### src/rtl/fir_tdm_pkg.sv
// Shared types and width helpers for the time-multiplexed FIR filter.
package fir_tdm_pkg;

  typedef enum logic [1:0] {
    ST_IDLE = 2'd0,
    ST_MAC  = 2'd1,
    ST_OUT  = 2'd2
  } fir_state_e;

  function automatic int ch_w(input int num_ch);
    return (num_ch > 1) ? $clog2(num_ch) : 1;
  endfunction

  function automatic int tap_w(input int num_taps);
    return $clog2(num_taps);
  endfunction

  function automatic int acc_w(input int data_w, input int coef_w, input int num_taps);
    return data_w + coef_w + tap_w(num_taps);
  endfunction

endpackage

### src/rtl/fir_tdm_mac.sv
// Multiply-accumulate datapath with round-half-up and output reduction.
// FIR_SAT_EN selects saturation; otherwise the result wraps to DATA_W bits.
module fir_tdm_mac
  import fir_tdm_pkg::*;
#(
  parameter int DATA_W   = 12,
  parameter int COEF_W   = 12,
  parameter int NUM_TAPS = 16
) (
  input  logic                     clk,
  input  logic                     reset,
  input  logic                     clear,
  input  logic                     en,
  input  logic signed [COEF_W-1:0] coef,
  input  logic signed [DATA_W-1:0] sample,
  output logic        [DATA_W-1:0] result
);

  localparam int ACC_W  = acc_w(DATA_W, COEF_W, NUM_TAPS);
  localparam int PROD_W = DATA_W + COEF_W;

  // Half an LSB of the Q1.(COEF_W-1) scale, added before the shift.
  localparam logic signed [ACC_W:0] HALF =
    {{(ACC_W - COEF_W + 2){1'b0}}, 1'b1, {(COEF_W - 2){1'b0}}};

  logic signed [PROD_W-1:0] product;
  logic signed [ACC_W-1:0]  acc;
  logic signed [ACC_W:0]    acc_ext;
  logic signed [ACC_W:0]    biased;
  logic signed [ACC_W:0]    shifted;

  assign product = coef * sample;

  always_ff @(posedge clk) begin
    if (reset || clear) begin
      acc <= '0;
    end else if (en) begin
      acc <= acc + {{(ACC_W - PROD_W){product[PROD_W-1]}}, product};
    end
  end

  assign acc_ext = {acc[ACC_W-1], acc};
  assign biased  = acc_ext + HALF;
  assign shifted = biased >>> (COEF_W - 1);

`ifdef FIR_SAT_EN
  localparam logic signed [ACC_W:0] MAX_V =
    {{(ACC_W - DATA_W + 2){1'b0}}, {(DATA_W - 1){1'b1}}};
  localparam logic signed [ACC_W:0] MIN_V =
    {{(ACC_W - DATA_W + 2){1'b1}}, {(DATA_W - 1){1'b0}}};

  always_comb begin
    result = shifted[DATA_W-1:0];
    if (shifted > MAX_V) begin
      result = MAX_V[DATA_W-1:0];
    end else if (shifted < MIN_V) begin
      result = MIN_V[DATA_W-1:0];
    end
  end
`else
  logic unused_high_bits;
  assign unused_high_bits = ^shifted[ACC_W:DATA_W];
  assign result           = shifted[DATA_W-1:0];
`endif

endmodule

### src/rtl/fir_tdm_filter.sv
// Multi-channel TDM FIR: per-channel history lines, shadow/active coefficient
// banks and the IDLE->MAC->OUT sequencer. Build with FIR_SAT_EN for saturation.
module fir_tdm_filter
  import fir_tdm_pkg::*;
#(
  parameter int DATA_W   = 12,
  parameter int COEF_W   = 12,
  parameter int NUM_TAPS = 16,
  parameter int NUM_CH   = 4,
  localparam int CH_W    = ch_w(NUM_CH),
  localparam int TAP_W   = tap_w(NUM_TAPS)
) (
  input  logic              clk,
  input  logic              reset,
  input  logic              in_valid,
  output logic              in_ready,
  input  logic [CH_W-1:0]   in_ch,
  input  logic [DATA_W-1:0] in_data,
  output logic              out_valid,
  input  logic              out_ready,
  output logic [CH_W-1:0]   out_ch,
  output logic [DATA_W-1:0] out_data,
  input  logic              cfg_we,
  input  logic [TAP_W-1:0]  cfg_addr,
  input  logic [COEF_W-1:0] cfg_wdata,
  input  logic              cfg_commit,
  input  logic [TAP_W-1:0]  cfg_raddr,
  output logic [COEF_W-1:0] cfg_rdata,
  output logic              commit_pending,
  output logic              busy,
  output logic [1:0]        state_dbg
);

  // Handshakes: a transfer happens on a rising edge where valid and ready are
  // both high; a source holds valid and its payload unchanged until then.

  fir_state_e state, state_next;

  logic [TAP_W-1:0]  tap_cnt;
  logic [CH_W-1:0]   cur_ch;
  logic [DATA_W-1:0] hist   [NUM_CH][NUM_TAPS];
  logic [COEF_W-1:0] shadow [NUM_TAPS];
  logic [COEF_W-1:0] active [NUM_TAPS];
  logic [DATA_W-1:0] mac_result;
  logic              ch_ok;
  logic              push;
  logic              copy_now;
  logic              mac_en;

  if (NUM_CH == (1 << CH_W)) begin : g_all_ch
    assign ch_ok = 1'b1;
  end else begin : g_some_ch
    assign ch_ok = (int'(in_ch) < NUM_CH);
  end

  // Out-of-range channels complete the handshake but are dropped here.
  assign push     = (state == ST_IDLE) && in_valid && ch_ok;
  assign copy_now = (state == ST_IDLE) && commit_pending;
  assign mac_en   = (state == ST_MAC);
  assign in_ready = (state == ST_IDLE);
  assign busy     = (state != ST_IDLE);
  assign state_dbg = state;

  always_comb begin
    state_next = state;
    case (state)
      ST_IDLE: if (push) state_next = ST_MAC;
      ST_MAC:  if (tap_cnt == TAP_W'(NUM_TAPS - 1)) state_next = ST_OUT;
      ST_OUT:  if (out_valid && out_ready) state_next = ST_IDLE;
      default: state_next = ST_IDLE;
    endcase
  end

  always_ff @(posedge clk) begin
    if (reset) begin
      state     <= ST_IDLE;
      tap_cnt   <= '0;
      cur_ch    <= '0;
      out_valid <= 1'b0;
      out_ch    <= '0;
      out_data  <= '0;
    end else begin
      state <= state_next;
      if (push) begin
        tap_cnt <= '0;
        cur_ch  <= in_ch;
      end else if (state == ST_MAC) begin
        tap_cnt <= tap_cnt + TAP_W'(1);
      end
      // The first OUT cycle lets the last product land in the accumulator.
      if (state == ST_OUT) begin
        if (!out_valid) begin
          out_valid <= 1'b1;
          out_ch    <= cur_ch;
          out_data  <= mac_result;
        end else if (out_ready) begin
          out_valid <= 1'b0;
        end
      end
    end
  end

  always_ff @(posedge clk) begin
    if (reset) begin
      for (int c = 0; c < NUM_CH; c++) begin
        for (int k = 0; k < NUM_TAPS; k++) begin
          hist[c][k] <= '0;
        end
      end
    end else if (push) begin
      for (int k = NUM_TAPS - 1; k > 0; k--) begin
        hist[in_ch][k] <= hist[in_ch][k-1];
      end
      hist[in_ch][0] <= in_data;
    end
  end

  // A commit only takes effect from IDLE, so an in-flight result never sees
  // a bank change; a sample accepted on the copy edge uses the new bank.
  always_ff @(posedge clk) begin
    if (reset) begin
      for (int k = 0; k < NUM_TAPS; k++) begin
        shadow[k] <= '0;
        active[k] <= '0;
      end
      commit_pending <= 1'b0;
      cfg_rdata      <= '0;
    end else begin
      if (cfg_we) begin
        shadow[cfg_addr] <= cfg_wdata;
      end
      if (copy_now) begin
        active <= shadow;
      end
      if (cfg_commit) begin
        commit_pending <= 1'b1;
      end else if (copy_now) begin
        commit_pending <= 1'b0;
      end
      cfg_rdata <= active[cfg_raddr];
    end
  end

  fir_tdm_mac #(
    .DATA_W   (DATA_W),
    .COEF_W   (COEF_W),
    .NUM_TAPS (NUM_TAPS)
  ) u_mac (
    .clk    (clk),
    .reset  (reset),
    .clear  (push),
    .en     (mac_en),
    .coef   (active[tap_cnt]),
    .sample (hist[cur_ch][tap_cnt]),
    .result (mac_result)
  );

endmodule

### config.mk
export PLATFORM = sky130hd
export DESIGN_NAME = fir_tdm_filter
export DESIGN_NICKNAME = d
export VERILOG_FILES = /design/src/rtl/fir_tdm_pkg.sv /design/src/rtl/fir_tdm_mac.sv /design/src/rtl/fir_tdm_filter.sv
export SDC_FILE = /design/constraint.sdc
export NUM_CORES = 2
export LEC_CHECK = 0
export BUFFER_PORTS_ARGS = -buffer_cell sky130_fd_sc_hd__clkbuf_2
export CAP_MARGIN = 5
export CORE_MARGIN = 4
export CORE_UTILIZATION = 50
export CTS_CLUSTER_DIAMETER = 50
export DETAILED_ROUTE_END_ITERATION = 8
export PLACE_DENSITY = 0.76
export RECOVER_POWER = 25
export SKIP_LAST_GASP = 1
export SYNTH_ARGS = -nofsm -noshare
export SYNTH_HDL_FRONTEND = slang
export SYNTH_SLANG_ARGS = --single-unit
### constraint.sdc
create_clock -name clk -period 13.9 [get_ports clk]
set_clock_uncertainty 0.2 [all_clocks]
set_input_delay 2.085 -clock clk [delete_from_list [all_inputs] [get_ports clk]]
set_output_delay 2.085 -clock clk [all_outputs]
set_load 0.005 [all_outputs]
==> metrics list <==
- In the final layout, the share of cells above drive strength 1 is 0.147.
- Layout overhead on the synthesized area: 9.13%
* Number of cells traversed by the worst register-to-register path: 33
- Counting along the longest clock path gives a buffer depth of 3.
- For this run, the slowest stage of the critical path takes a little over 900 ps.
- Clock sink total: between 1000 and 1500
* Top FF cell, synth: sky130_fd_sc_hd__edfxtp_1
- DR iter-0 viols: between 5000 and 6000
* EDFF count, synth: approximately 770
* Post-synthesis instance area: ~0.062 sq mm
* Placed wire-length estimate after detailed placement: around 80000 um
- In this run the count of I/O pins placed on the die edge is approximately 70.
* PwrDens: 123 mW/mm^2
* Measured slew at the worst slew-check pin: roughly 4700 ps
- Horizontal die dimension: ~360 um
- Detailed Route WL: ~140000 um
- The flow ran to the end, but the final reports show violations.
- DRC violations left: 0
* Portion of synthesized cell area occupied by the leading cell type: 0.372
- The final reports fail on max-capacitance violations, max-slew violations.
- The total overflow left after global routing is 0.
- Critical path arrival: between 10000 and 15000 ps
* Most instantiated library cell after synthesis: sky130_fd_sc_hd__edfxtp_1
- Critical setup path kind: reg2reg
- In the global route stage, met3 resource usage came out at 0.0352.
* Cell with the most instances on the worst path: sky130_fd_sc_hd__fa_1
- The initial utilization of the core area, before any placement, comes to 0.506.
- Measured along the y axis, the die boundary spans ~360 um.
- In this run the most critical hold path is launched from shadow[73]$_SDFFE_PP0P_.
- In this run, CTS created clock tree buffers numbering approximately 140.
- The via count of the first global-routing pass was about 39000.
- Hold path depth: 2
* Maximum clock frequency: about 91 MHz
- Final Setup Violations: 0
* Met1 Use GR: 0.319
* R2R Setup Slk: between 2000 and 3000 ps
- In this run the tightest slew margin relative to its limit is -2.13.
- The share of the Yosys chip area taken by registers is 0.516.
- Slowest CP cell: sky130_fd_sc_hd__dfxtp_4
* Most common library cells after synthesis: sky130_fd_sc_hd__edfxtp_1, sky130_fd_sc_hd__nand2_1, sky130_fd_sc_hd__dfxtp_1
- Endpoint of the most critical register-to-register path: u_mac.acc[22]$_SDFFE_PP0P_
* Cells after Synth: slightly below 5000
- The final count of pins violating max slew was ~320.
- Once the clock tree was built, the setup fixing pass inserted 0 buffers.
- # Max-Cap Violations: 6
- Crit share post-route: 0.791
- At the later pin of the worst-skew pair, clock insertion delay measures roughly 760 ps.
* Maximum number of pins on one net before global-route repair: roughly 300
* Area of the die: roughly 0.13 sq mm
* Initial antenna violation count: 3
- Avg Inst Size Synth: ~13 sq um
- Clock transition time at the flip-flop clock pins of the worst setup and hold paths: about 60 ps
- Unrepaired setup endpoints after global routing: no
* Count of standard-cell rows: approximately 130
- After the last flow step, the layout net total stands at 4909.
* I/O Buffers: 71
- The congestion estimate from routability-driven global placement came to around 0.83.
* Proportion of synthesized flip-flops having asynchronous set or reset: 0
* Synthesized net count: between 5000 and 6000
- Met2 usage: 0.343
* Total chip power: roughly 8.3 mW
- Main area contributors after synthesis: sky130_fd_sc_hd__edfxtp_1, sky130_fd_sc_hd__dfxtp_1, sky130_fd_sc_hd__mux4_2
- The routed layout has about 40000 vias.
- Worst-path maximum fanout: 40
* Busiest grt layer: met2
- For hold timing, the worst endpoint is active[73]$_SDFFE_PP0P_.
* Distinct cell type count after synthesis: 60
- IR analysis of the VDD net gives a maximum drop of ~0.12 mV.
- # resized after CTS: 0
- Number of register bits inferred by synthesis: between 1000 and 1500
- In this run the remaining antenna-violating nets after routing total 0.
* Area of the core region: about 0.12 sq mm
- The pre-antenna-repair detailed-routing pass consisted of 8 iterations.
- Filler cells: between 9000 and 10000
- For this run, the total global-route usage over all layers was measured as 0.219.
* Leakage power of the design: ~25 nW
- Worst hold path type: reg2reg
- Of all cell types, the one taking the most synthesized area is sky130_fd_sc_hd__edfxtp_1.
- Ratio of routed vias to standard cells: between 6 and 7
- CTS built an H-tree with a depth of 4.
- The tree is rooted in a sky130_fd_sc_hd__clkbuf_16.
- The first global-routing pass estimated between 200000 and 250000 um of wire.
* Cts-stage hold buffer count: 0
- Worst EP required: 14340 ps
- Total count of hold-check failures in the final report: 0
- STA classifies the critical path startpoint as a register.
- Setup tns final: 0 ps
* Yosys warnings: 0
* Wire per inst: ~23 um
* Clock tree from TritonCTS: done
- CP Capture Type: register
- Final period demand of the worst path: 11000 ps
==> worst max-delay path by stage <==
stage / startpoint / end / slack [ps] / depth (start not counted)
after floorplan: register / u_mac.acc[22]$_SDFFE_PP0P_ / 4180 / 37
after global placement: register / u_mac.acc[22]$_SDFFE_PP0P_ / 3120 / 33
after detailed placement: register / u_mac.acc[22]$_SDFFE_PP0P_ / 2900 / 33
after CTS: register / u_mac.acc[22]$_SDFFE_PP0P_ / 2880 / 33
after global routing: register / u_mac.acc[22]$_SDFFE_PP0P_ / 2110 / 33
final: register / u_mac.acc[22]$_SDFFE_PP0P_ / 2900 / 33
==> layout by cell type, fill, tap and decap left out, types with 24 or more instances in the layout <==
master / netlist / routed
sky130_fd_sc_hd__and2_1: 61 / 37
sky130_fd_sc_hd__mux4_2: 347 / 347
sky130_fd_sc_hd__and4_1: 180 / 180
sky130_fd_sc_hd__nor4bb_1: 180 / 180
sky130_fd_sc_hd__xnor2_1: 44 / 44
sky130_fd_sc_hd__nor2b_1: 45 / 43
sky130_fd_sc_hd__clkbuf_1: 415 / 49
sky130_fd_sc_hd__edfxtp_1: 768 / 768
sky130_fd_sc_hd__clkbuf_2: 0 / 45
sky130_fd_sc_hd__dfxtp_1: 445 / 439
sky130_fd_sc_hd__and2_0: 1 / 24
sky130_fd_sc_hd__and4b_1: 360 / 360
sky130_fd_sc_hd__a21oi_1: 333 / 333
sky130_fd_sc_hd__clkbuf_16: 0 / 147
sky130_fd_sc_hd__ha_1: 74 / 74
sky130_fd_sc_hd__buf_4: 5 / 39
sky130_fd_sc_hd__nand3_1: 36 / 36
sky130_fd_sc_hd__mux2i_1: 138 / 138
sky130_fd_sc_hd__fa_1: 135 / 135
sky130_fd_sc_hd__inv_1: 175 / 175
sky130_fd_sc_hd__nand2_1: 700 / 699
sky130_fd_sc_hd__nor2_1: 189 / 179
==> registers in the layout (all words and copies together), names as in the netlist, 2 cells and up, named ones only <==
signal     count
shadow       192
cur_ch         2
state_dbg      2
cfg_rdata     12
active       192
u_mac.acc     23
tap_cnt        4
out_ch         2
hist         768
out_data      12
==> layout make-up <==
| cell class | instances | area, sq um | area share |
|---|---|---|---|
| diodes | 3 | 7.51 | 0.000111 |
| clock inverters | 79 | 683 | 0.0101 |
| flip-flops and latches | 1213 | 32000 | 0.473 |
| well taps | 1625 | 2030 | 0.0301 |
| clock buffers | 177 | 3890 | 0.0576 |
| multi-input cells | 3006 | 27500 | 0.406 |
| inverters | 175 | 657 | 0.00972 |
| repair buffers | 125 | 857 | 0.0127 |
==> critical path, delay by kind of cell, from the launching register on <==
family | cells | cell delay, ps
AOI/OAI and AO/OA | 13 | 3630
xor gates and xnor gates | 1 | 170
adders and majority gates | 7 | 2980
buffers and inverters | 3 | 630
DFF | 1 | 910
muxes | 4 | 1660
and+or+nand+nor | 5 | 650
==> per-stage QoR <==
step	instances	util	instance area (sq um)	hold slack (ps)	setup slack [ps]
6_report	6403	0.552	67600	216	2900
5_1_grt	6401	0.552	67600	247	2110
4_1_cts	6400	0.553	67700	221	2880
3_5_place_dp	6144	0.516	63100	241	2900
3_3_place_gp	6144	0.516	63100	235	3120
2_1_floorplan	4878	-	61900	231	4180
==> layer usage <==
layer  wire [um]  up-vias  part of all wire
met2       68400     1403              0.47
met3        9920      231             0.069
li1            -    17900                 -
met1       62900    20200              0.44
met4        3300        0             0.023
met5           0        -                 0
==> where the power goes <==
part	leakage [nW]	internal [mW]	switching, mW
Combinational	10.7	0.245	0.407
Clock	2.24	2.10	1.54
Sequential	11.6	3.95	0.0731
Total	24.5	6.30	2.02
==> cell families (layout without fill, tap and decap cells) <==
logic type               count (synthesis)  count (layout)  share of synthesized area
AND/OR/NAND/NOR                       1814            1814                      0.186
flip-flops                            1213            1213                      0.516
buffers and inverters                  659             556                     0.0417
multiplexers                           495             495                      0.150
AO/OA/AOI/OAI                          429             429                     0.0384
adder cells (fa/ha/maj)                209             209                     0.0586
XOR/XNOR                                59              59                    0.00834
other                                    0               3                          0
Note: power is estimated with default switching activity, not from simulation.
